## src/rtl/sid_write_sequencer.sv

```systemverilog
// sid_write_sequencer
//   Plays SID register writes from an external script ROM onto the SID core
//   register bus, pacing writes to the SID clock-enable and waiting in whole
//   player frames.
//
//   Script word: [23:22] op
//     00 WRITE  reg = [20:16], data = [7:0]
//     01 WAIT   n = [7:0] frames (0 = no delay)
//     10 LOOP   target = [ADDR_W-1:0]
//     11 END
//
//   Ports
//     CLK_IN      fabric clock
//     RST_IN      synchronous active-high reset
//     start       begin playback at address 0 when idle
//     stop        abort playback
//     rom_addr    script ROM address (ROM read latency is one cycle)
//     rom_data    script word
//     sid_ce      SID clock-enable, 1 cycle in every SID_CLK_DIV
//     sid_addr    SID register index
//     sid_data    SID write data
//     sid_we      write strobe, only ever high together with sid_ce
//     frame_tick  1-cycle pulse every CLK_HZ/TICK_HZ cycles
//     busy        high whenever not idle
//     done        1-cycle pulse when playback ends (END or stop)
//
//   Optional build macro SEQ_STOP_SILENCE_EN: END or stop first passes through
//   a SILENCE state that writes 0 to regs 0x04, 0x0B, 0x12, 0x18 (gates off,
//   volume 0), one write per sid_ce, before done and return to idle.
module sid_write_sequencer #(
  parameter int unsigned CLK_HZ      = 12_000_000,
  parameter int unsigned TICK_HZ     = 50,
  parameter int unsigned SID_CLK_DIV = 12,
  parameter int unsigned ADDR_W      = 8
) (
  input  logic              CLK_IN,
  input  logic              RST_IN,
  input  logic              start,
  input  logic              stop,
  output logic [ADDR_W-1:0] rom_addr,
  input  logic [23:0]       rom_data,
  output logic              sid_ce,
  output logic [4:0]        sid_addr,
  output logic [7:0]        sid_data,
  output logic              sid_we,
  output logic              frame_tick,
  output logic              busy,
  output logic              done
);

  localparam int unsigned FRAME_DIV = CLK_HZ / TICK_HZ;
  localparam int unsigned SW = (SID_CLK_DIV > 1) ? $clog2(SID_CLK_DIV) : 1;
  localparam int unsigned FW = (FRAME_DIV > 1) ? $clog2(FRAME_DIV) : 1;
  localparam logic [SW-1:0] SID_LAST   = SW'(SID_CLK_DIV - 1);
  localparam logic [FW-1:0] FRAME_LAST = FW'(FRAME_DIV - 1);

  typedef enum logic [2:0] {
    ST_IDLE,
    ST_FETCH,
    ST_DECODE,
    ST_WRITE,
`ifdef SEQ_STOP_SILENCE_EN
    ST_SILENCE,
`endif
    ST_WAIT
  } state_t;

  state_t            state;
  logic [ADDR_W-1:0] pc;
  logic [7:0]        wait_cnt;
  logic              stop_pend;
  logic [SW-1:0]     sid_cnt;
  logic [SW-1:0]     sid_cnt_nxt;
  logic              ce_nxt;
  logic [FW-1:0]     frame_cnt;
  logic [FW-1:0]     frame_cnt_nxt;
  logic              tick_nxt;
`ifdef SEQ_STOP_SILENCE_EN
  logic [1:0]        sil_idx;
`endif

  logic [1:0] op;
  logic       unused_rom_bits;

  assign op              = rom_data[23:22];
  assign unused_rom_bits = ^{rom_data[21], rom_data[15:8]};
  assign rom_addr        = pc;

  // Lookahead of both dividers: sid_ce/frame_tick are registered, and sid_we
  // is registered one cycle ahead so it lands exactly on the sid_ce cycle.
  always_comb begin
    sid_cnt_nxt   = (sid_cnt == SID_LAST) ? '0 : sid_cnt + SW'(1);
    ce_nxt        = (sid_cnt_nxt == SID_LAST);
    frame_cnt_nxt = (frame_cnt == FRAME_LAST) ? '0 : frame_cnt + FW'(1);
    tick_nxt      = (frame_cnt_nxt == FRAME_LAST);
  end

`ifdef SEQ_STOP_SILENCE_EN
  function automatic logic [4:0] sil_reg(input logic [1:0] idx);
    case (idx)
      2'd0:    sil_reg = 5'h04;
      2'd1:    sil_reg = 5'h0B;
      2'd2:    sil_reg = 5'h12;
      default: sil_reg = 5'h18;
    endcase
  endfunction
`endif

  // Common end-of-playback path for END and stop.
  task finish_playback();
    stop_pend <= 1'b0;
`ifdef SEQ_STOP_SILENCE_EN
    state    <= ST_SILENCE;
    sil_idx  <= '0;
    sid_addr <= sil_reg(2'd0);
    sid_data <= '0;
    sid_we   <= ce_nxt;
`else
    state <= ST_IDLE;
    busy  <= 1'b0;
    done  <= 1'b1;
    pc    <= '0;
`endif
  endtask

  always_ff @(posedge CLK_IN) begin
    if (RST_IN) begin
      state      <= ST_IDLE;
      pc         <= '0;
      wait_cnt   <= '0;
      stop_pend  <= 1'b0;
      sid_cnt    <= '0;
      frame_cnt  <= '0;
      sid_ce     <= 1'b0;
      frame_tick <= 1'b0;
      sid_addr   <= '0;
      sid_data   <= '0;
      sid_we     <= 1'b0;
      busy       <= 1'b0;
      done       <= 1'b0;
`ifdef SEQ_STOP_SILENCE_EN
      sil_idx    <= '0;
`endif
    end else begin
      sid_cnt    <= sid_cnt_nxt;
      sid_ce     <= ce_nxt;
      frame_cnt  <= frame_cnt_nxt;
      frame_tick <= tick_nxt;
      done       <= 1'b0;
      sid_we     <= 1'b0;

      case (state)
        ST_IDLE: begin
          if (start && !stop) begin
            state <= ST_FETCH;
            busy  <= 1'b1;
            pc    <= '0;
          end
        end

        ST_FETCH: begin
          if (stop) finish_playback();
          else      state <= ST_DECODE;
        end

        ST_DECODE: begin
          if (stop) begin
            finish_playback();
          end else begin
            case (op)
              2'b00: begin
                sid_addr <= rom_data[20:16];
                sid_data <= rom_data[7:0];
                pc       <= pc + 1'b1;
                state    <= ST_WRITE;
                sid_we   <= ce_nxt;
              end
              2'b01: begin
                pc <= pc + 1'b1;
                if (rom_data[7:0] == 8'd0) begin
                  state <= ST_FETCH;
                end else begin
                  wait_cnt <= rom_data[7:0];
                  state    <= ST_WAIT;
                end
              end
              2'b10: begin
                pc    <= rom_data[ADDR_W-1:0];
                state <= ST_FETCH;
              end
              default: finish_playback();
            endcase
          end
        end

        // sid_we high here means this is the sid_ce cycle carrying the write.
        // A stop seen at any point in WRITE is held until the write issues.
        ST_WRITE: begin
          if (stop) stop_pend <= 1'b1;
          if (sid_we) begin
            if (stop || stop_pend) finish_playback();
            else                   state <= ST_FETCH;
          end else begin
            sid_we <= ce_nxt;
          end
        end

        ST_WAIT: begin
          if (stop) begin
            finish_playback();
          end else if (frame_tick) begin
            if (wait_cnt == 8'd1) state <= ST_FETCH;
            else                  wait_cnt <= wait_cnt - 8'd1;
          end
        end

`ifdef SEQ_STOP_SILENCE_EN
        ST_SILENCE: begin
          if (sid_we) begin
            if (sil_idx == 2'd3) begin
              state <= ST_IDLE;
              busy  <= 1'b0;
              done  <= 1'b1;
              pc    <= '0;
            end else begin
              sil_idx  <= sil_idx + 2'd1;
              sid_addr <= sil_reg(sil_idx + 2'd1);
              sid_we   <= ce_nxt;
            end
          end else begin
            sid_we <= ce_nxt;
          end
        end
`endif

        default: state <= ST_IDLE;
      endcase
    end
  end

endmodule

```

## config.mk

```make
export PLATFORM = sky130hd
export DESIGN_NAME = sid_write_sequencer
export DESIGN_NICKNAME = d
export VERILOG_FILES = /design/src/rtl/sid_write_sequencer.sv
export SDC_FILE = /design/constraint.sdc
export NUM_CORES = 1
export LEC_CHECK = 0
export CAP_MARGIN = 15
export CORE_ASPECT_RATIO = 0.9
export CORE_UTILIZATION = 50
export CTS_CLUSTER_DIAMETER = 60
export CTS_CLUSTER_SIZE = 16
export DETAILED_ROUTE_END_ITERATION = 12
export PLACE_DENSITY = 0.76
export SLEW_MARGIN = 20
export SYNTH_ARGS = -nofsm -noshare
export SYNTH_HDL_FRONTEND = slang
export SYNTH_SLANG_ARGS = --single-unit
```

## constraint.sdc

```tcl
create_clock -name CLK_IN -period 2.49 [get_ports CLK_IN]
set_clock_uncertainty 0.2 [all_clocks]
set_input_delay 0.747 -clock CLK_IN [delete_from_list [all_inputs] [get_ports CLK_IN]]
set_output_delay 0.747 -clock CLK_IN [all_outputs]
set_load 0.05 [all_outputs]
```

* Yosys cells after proc, flatten, opt, wreduce, memory -nomap -nowiden
Index checks and enable logic that the tools add are counted.
Widths: inputs -> output; s select.
** Word-level totals
- Logic and storage cells :: 108
- Flip-flop bits (word level) :: 60
- Memories :: 0
- Bits of input ports :: 28
- Output and inout port bits :: 26
- Bits in writable memories :: 0
- Bits in read-only memories :: 0
- Latch bits :: 0
** Cells by class
- Bitwise gates (word level) :: 1
- Equal/unequal tests :: 24
- Add/sub/neg operators :: 4
- Shift operators :: 0
- Muxes and demuxes :: 48
- Reduce and logical (&&, ||, !) cells :: 18
- $mul :: 0
- $lt $le $gt $ge :: 0
- Div/mod/pow operators :: 0
** Operator list (number)
- $mux 8 :: 11
- $eq 18x18->1 const B :: 2
- $pmux 8 s2 :: 2
- $pmux 8 s4 :: 1
- $mux 3 :: 7
- $add 18x1->18 const B :: 1
- $mux 1 :: 18
- $mux 18 :: 1
- $ne 2x2->1 const B :: 9
- $pmux 3 s5 :: 1
- $ne 3x3->1 const B :: 3
- $pmux 3 s3 :: 1
- $add 8x1->8 const B :: 1
- $eq 4x4->1 const B :: 2
- $eq 8x1->1 const B :: 1
- $logic_not 8->1 :: 1
- $sub 8x1->8 const B :: 1
- $reduce_and 7->1 :: 1
- $eq 3x2->1 const B :: 2
- $pmux 1 s3 :: 2
- $reduce_and 3->1 :: 2
- $reduce_and 6->1 :: 1
- $reduce_and 5->1 :: 1
- $add 4x1->4 const B :: 1
- other kinds (21) :: 22

* Longest topological paths before layout
Gate-level depths: netlist of the first run.
- Depth after elaboration :: 6
- Depth in mapped cells :: 8

* Least setup slack after synthesis of the first run
Ideal clock, no wire load.
- Path type :: reg2reg
- From :: reg state[0]
- To :: reg sid_addr[0]
- Arrival time :: 1.866 ns
- Cell stages (with the launch flop) :: 9
- Library setup time :: 0.128 ns
- Path slack :: 0.296 ns
- Cell sequence :: dfxtp_1 buf_6 or3b_1 or2_1 or3_1 buf_2 buf_6 mux2i_1 nor2_1
** On the way
- Word-level cells in the longest chain between the ends :: 2
** RTL lines
- start: declaration :: RTL line 68 : state_t state;
- start signal: assignment :: RTL line 128 : state <= ST_IDLE;
- start signal: assignment :: RTL line 155 : state <= ST_FETCH;
- start signal: assignment :: RTL line 163 : else state <= ST_DECODE;
- $eq 3x2->1 :: RTL line 152 : case (state)
- $reduce_and 3->1 (no line)
- end signal: assignment :: RTL line 172 : sid_addr <= rom_data[20:16];
- end: declaration :: RTL line 43 : output logic [4:0] sid_addr,
Every way passes these cells.
A chain may end at the register's enable or synchronous reset.

* Worst setup path after layout of the first run
- From :: reg sid_data[3]
- To :: out sid_data[3]
** RTL lines
- start: declaration :: RTL line 44 : output logic [7:0] sid_data,
- start signal: assignment :: RTL line 173 : sid_data <= rom_data[7:0];
No word-level cell between the ends.

==> impl_results.md, run 1 <==
- Fin crit share: 98.2%
- Final Non-Filler Cells: 528
- DR pass1 iterations: 5
- Crit-path max FO: 2
- Most used DFF post-synth: dfxtp_1
- H-tree levels: 3
- Worst EP arrival: 1.50 ns
- Cell area after synthesis: 3140 µm²
- Post-CTS setup buffers: 0
- Syn nets: 411
- Vias: 2965
- Port buffer count: 44
- Core area: 6080 µm²
- Share of cells above drive strength 1: 16.2%
- Total gr overflow: 0
- Fin crit period: 2.44 ns
- Number of synthesized flops with an enable pin: 0
- Register area share after synthesis: 38.2%
- FFs w/ async S/R, synth: 0%
- Crit-path slowest cell: clkdlybuf4s50_1
- Detailed placement HPWL: 5740 µm
- Synth warn: 0
- Worst path bufs/invs: 1
- Final setup margin: 0.0458 ns
- Post-Synthesis Cells: 377
- Worst EP required: 1.54 ns
- Die Span Y: 77.2 µm
- Yosys reg bits: 60
- Max_cap viols: 0
- Std-Cell Rows: 27
- Util after Layout: 66.8%
- Placed Cells: 512
- GPL Wtd Cong: 0.879
- Fillers: 489
- First-pass GRT wire length: 12900 µm
- CP max stage delay: 0.82 ns
- Ports: 54
- CTS Root Cell: clkbuf_8
- Syn Area/Cell: 8.33 µm²
- Largest net degree at the start of global routing: 18
- Nets: 485
- Final Setup Violations: 0
- CTS sink count: 60
- Max Fclk: 409 MHz
- Crit. End Element: output port
- Slew @ Worst Pin: 0.514 ns
- 1st-iter DRT viols: 137
- Ant diodes: 0
- Final ANT Viol Nets: 0
- Final routed DRC violation total: 0
- Critical path class: flop to output port
- Die width: 85.5 µm
- Vias in the first global route: 2759
- Starting Density: 51.6%
- Cell breakdown of the critical path: clkdlybuf4s50_1
- CP delay by family, top: buffers and inverters
- Pwr Total: 0.00212 W
- Endpoints failing hold: 0
- Max-slew headroom: 65.6%
- Worst min-delay path category: flop to flop
- Drt wl/cell: 14.7 µm
- Antenna violations before repair: 0
- Clock-pin slew on the worst setup and hold paths: 0.07 ns
- Worst setup SP type: flop
- Die Area: 6600 µm²
- Leakage power: 1.59 nW
- Area growth syn-to-layout: 29.3%
- Final Max Tran Viols: 0
- Cts bufs inserted: 9
- Setup TNS: 0 ns
- All-Layer GR Usage: 24.7%
- Routed WL: 7760 µm
- Vias per cell: 5.62
- DP Worst Slack: -0.316 ns
- Status: finished clean
- Library cells used by synthesis: 61
- Clock tree buffer depth: 2
- Later-pin clock latency in the skew report: 0.34 ns
- RSZ-0062 raised after global routing: no
- CTS tree: yes
- Peak supply drop: 319 µV
- Power per cell area: 522 nW/µm²
[metrics by stage]
stage / area, µm² / hold slack [ns]
2_1_floorplan: 3140 / 0.249
3_3_place_gp: 3850 / 0.260
3_5_place_dp: 3850 / 0.273
4_1_cts: 4060 / 0.281
5_1_grt: 4060 / 0.314
6_report: 4060 / 0.283
[power by group]
group	switching (W)	internal, W
clock network	0.000376	0.000513
registers	0.0000202	0.000978
logic	0.000122	0.000109
[worst min-delay path, stage by stage, from the launching register on]
cell,delay [ns]
dfxtp_1,0.33
nand2_1,0.06
a21oi_1,0.05
[kinds of logic (layout without fill, tap and decap cells)]
| kind of cell | count (synthesis) | count (layout) | share of synthesized area, % |
|---|---|---|---|
| AO/OA/AOI/OAI | 74 | 74 | 16.0 |
| XOR/XNOR | 22 | 22 | 6.14 |
| adder cells (fa/ha/maj) | 6 | 6 | 2.39 |
| buffers and inverters | 31 | 110 | 4.34 |
| flip-flops | 60 | 60 | 38.2 |
| multiplexers | 16 | 16 | 5.14 |
| AND/OR/NAND/NOR | 168 | 168 | 27.8 |
[timing repair]
item,4_1_cts,5_1_grt
endpoints found under the setup margin,1,1
resized for setup,1,1
hold buffers,0,0
pin swaps,0,2
[final timing paths]
| check | to | cells past startpoint | start | slack (ns) |
|---|---|---|---|---|
| max | sid_data[3] | 1 | sid_data[3]$_SDFFE_PP0P_ | 0.05 |
| min reg2reg | wait_cnt[1]$_SDFFE_PP0P_ | 2 | wait_cnt[1]$_SDFFE_PP0P_ | 0.28 |
| min | wait_cnt[1]$_SDFFE_PP0P_ | 2 | wait_cnt[1]$_SDFFE_PP0P_ | 0.28 |
| max reg2reg | sid_data[2]$_SDFFE_PP0P_ | 6 | state[0]$_SDFFE_PP0P_ | 0.27 |
[area by class of cell]
cell class                      count  area, µm²  share of cell area (%)
Timing Repair Buffer               83        711                    17.5
Clock inverter                      4       47.5                    1.17
Tap cell                           72       90.1                    2.22
Sequential cell                    60       1200                    29.6
Clock buffer                       12        155                    3.82
Inverter                           11       41.3                    1.02
Multi-Input combinational cell    286       1820                    44.7
[routing by layer]
metal	track usage, %	wire [µm]	share of wire (%)
met1	33.4	3710	48
met2	38.6	3500	45
met3	5.60	452	5.8
met4	8.67	99	1.3
met5	0	0	0
[cells in the final DEF (no fill, tap or decap), types with 2 or more instances in the layout]
| master | Yosys | final |
|---|---|---|
| nor3_1 | 11 | 11 |
| o22ai_1 | 8 | 8 |
| clkdlybuf4s50_1 | 0 | 35 |
| nand3_1 | 10 | 10 |
| nor2b_1 | 5 | 5 |
| and2_1 | 2 | 2 |
| a21oi_1 | 23 | 23 |
| o21ai_1 | 4 | 4 |
| buf_4 | 0 | 48 |
| nand4_1 | 8 | 8 |
| a22o_1 | 2 | 2 |
| nand3b_1 | 4 | 4 |
| xor2_1 | 7 | 7 |
| nor4_2 | 0 | 2 |
| ha_1 | 6 | 6 |
| nor2_1 | 59 | 59 |
| o32ai_1 | 3 | 3 |
| clkinv_2 | 0 | 2 |
| nor4_1 | 7 | 5 |
| a31oi_1 | 3 | 3 |
| nor3b_1 | 3 | 3 |
| a22oi_1 | 6 | 6 |
| or4_1 | 2 | 2 |
| o2111ai_1 | 2 | 2 |
| mux2i_1 | 15 | 15 |
| dfxtp_1 | 60 | 60 |
| nand4bb_1 | 2 | 2 |
| xnor2_1 | 15 | 15 |
| o21ai_0 | 8 | 8 |
| or3b_1 | 5 | 5 |
| or3_1 | 6 | 6 |
| nand2_1 | 25 | 25 |
| inv_1 | 11 | 11 |
| clkbuf_8 | 0 | 11 |
| nand2b_1 | 5 | 5 |
| and3_1 | 4 | 4 |
[sequential cells by signal (all words and copies together) (netlist names), 3 cells and up]
name / cells
sid_data: 8
frame_cnt: 18
state: 3
rom_addr: 8
wait_cnt: 8
sid_addr: 5
sid_cnt: 4
[cell usage after synthesis (5+ instances only)]
library cell	number	share of area (%)
nor2_1	59	7.1
nor2b_1	5	1.0
o21ai_0	8	1.3
o22ai_1	8	1.6
nand3_1	10	1.6
dfxtp_1	60	38
a22oi_1	6	1.4
nand4_1	8	1.6
ha_1	6	2.4
inv_1	11	1.3
xor2_1	7	2.0
nand2_1	25	3.0
nand2b_1	5	1.0
a21oi_1	23	3.7
xnor2_1	15	4.2
nor4_1	7	1.4
or3_1	6	1.2
mux2i_1	15	4.8
nor3_1	11	1.8
clkbuf_1	13	1.6
or3b_1	5	1.4
Note: power is estimated with default switching activity, not from simulation.
==> run 2, diff against run 1 <==
SLEW_MARGIN = unset   (was 20)
clock period = 2.3 ns   (was 2.49 ns; I/O delays follow)
==> impl_results.md, run 2 (synthesis results as in run 1) <==
- Status: finished clean
- Worst EP required: 2.38 ns
- Reg power frac: 44.0%
- Leakage power: 1.72 nW
- Top reg by flops: frame_cnt
- Hold-fix buffers at CTS: 0
- Internal cell power: 0.00187 W
- Nets: 490
- Die Span Y: 77.2 µm
- GPL Wtd Cong: 0.906
- Crit-path max FO: 2
- Commonest non-fill, non-tap cell in the layout: buf_4
- DR pass1 iterations: 4
- Fillers: 512
- Pwr Total: 0.00244 W
- Part of the power in combinational logic: 10.8%
- Drt wl/cell: 14.8 µm
- CTS sink count: 60
- Fin crit period: 2.21 ns
- 1st-iter DRT viols: 164
- Cts bufs inserted: 9
- Largest net degree at the start of global routing: 18
- Antenna violations before repair: 0
- Cell breakdown of the critical path: clkdlybuf4s50_1 > nor4_4 > nand3b_1 > nor4bb_1 > or4b_1 > a21oi_2
- Post-CTS setup buffers: 0
- Endpoints failing hold: 0
- Design Area, Final: 4120 µm²
- Die width: 85.5 µm
- Worst min-delay path category: flop to flop
- Clock Power Share: 45.2%
- Worst setup SP type: input port
- Worst EP arrival: 2.29 ns
- Vias: 2975
- DP Worst Slack: -0.404 ns
- Crit. End Element: flop
- Peak supply drop: 532 µV
- Area growth syn-to-layout: 31.3%
- Max FFs per register: 18
- Placed instance area: 3840 µm²
- Final Max Tran Viols: 0
- Critical path class: input port to flop
- Routed WL: 7910 µm
- Slew @ Worst Pin: 0.425 ns
- Vias per cell: 5.58
- Die Area: 6600 µm²
- H-tree levels: 3
- Ant diodes: 0
- Final Setup Violations: 0
- CP max stage delay: 0.50 ns
- Port buffer count: 44
- Starting Density: 51.6%
- Sw Ratio: 23.2%
- Ports: 54
- First-pass GRT wire length: 13300 µm
- Sw Pwr: 0.000568 W
- Fin crit share: 96.1%
- CTS Root Cell: clkbuf_8
- Vias in the first global route: 2835
- Max Fclk: 452 MHz
- Final ANT Viol Nets: 0
- Final routed DRC violation total: 0
- Final setup margin: 0.0896 ns
- Power per cell area: 592 nW/µm²
- Later-pin clock latency in the skew report: 0.34 ns
- Total gr overflow: 0
- Most frequent cells in the layout: buf_4, dfxtp_1, nor2_1
- Share of cells above drive strength 1: 21.7%
- Core area: 6080 µm²
- Crit-path slowest cell: clkdlybuf4s50_1
- Clock tree buffer depth: 2
- Detailed placement HPWL: 5750 µm
- Placed Cells: 517
- Clock-pin slew on the worst setup and hold paths: 0.07 ns
- Max_cap viols: 0
- Std-Cell Rows: 27
- Final Non-Filler Cells: 533
- CTS tree: yes
- Max-slew headroom: 71.4%
- All-Layer GR Usage: 25.7%
-- run 2: through the flow --
| stage | utilization, % | hold slack [ns] | TNS, ns |
|---|---|---|---|
| after floorplan | - | 0.249 | 0 |
| after global placement | 63.2 | 0.257 | -5.29 |
| after detailed placement | 63.2 | 0.272 | -5.92 |
| after CTS | 67.1 | 0.280 | 0 |
| after global routing | 67.8 | 0.290 | -0.00837 |
| final | 67.8 | 0.283 | 0 |
-- run 2: repair_timing --
item | CTS | global route
setup endpoints to repair | 1 | 7
pin swaps | 2 | 3
gates resized for setup | 2 | 10
-- run 2: worst paths after layout --
check | slack [ns] | cells past startpoint | endpoint | start
max reg2reg | 0.12 | 7 | frame_cnt[10]$_SDFF_PP0_ | frame_cnt[1]$_SDFF_PP0_
min | 0.28 | 2 | busy$_SDFFE_PP0P_ | busy$_SDFFE_PP0P_
max | 0.09 | 6 | state[0]$_SDFFE_PP0P_ | rom_data[2]
min reg2reg | 0.28 | 2 | busy$_SDFFE_PP0P_ | busy$_SDFFE_PP0P_
-- run 2: layout make-up --
| class | instances | area (µm²) | share of cell area, % |
|---|---|---|---|
| well taps | 72 | 90.1 | 2.18 |
| inverters | 11 | 41.3 | 1.00 |
| clock inverters | 4 | 70.1 | 1.70 |
| clock buffers | 12 | 165 | 4.00 |
| flip-flops and latches | 60 | 1200 | 29.1 |
| multi-input cells | 286 | 1840 | 44.6 |
| repair buffers | 88 | 717 | 17.4 |
-- run 2: metal layers --
layer | vias up | global-route usage [%] | part of all wire, %
li1 | 1503 | - | -
met1 | 1388 | 34.5 | 49
met2 | 76 | 40.1 | 45
met3 | 8 | 6.89 | 4.2
met4 | 0 | 8.00 | 1.2
met5 | - | 0 | 0
-- run 2: worst max-delay path, delay by kind of cell --
family / cells / cell delay (ns)
AOI/OAI and AO/OA: 1 / 0.14
buffers and inverters: 1 / 0.50
and+or+nand+nor: 4 / 0.97
-- run 2: power groups by stage --
stage | Combinational, W | Clock, W | Sequential [W]
final | 0.000264 | 0.00110 | 0.00108
after global routing | 0.000287 | 0.00118 | 0.00108
after CTS | 0.000259 | 0.00113 | 0.00107
after detailed placement | 0.000257 | 0 | 0.00110
after global placement | 0.000251 | 0 | 0.00110
after floorplan | 0.000121 | 0 | 0.00111
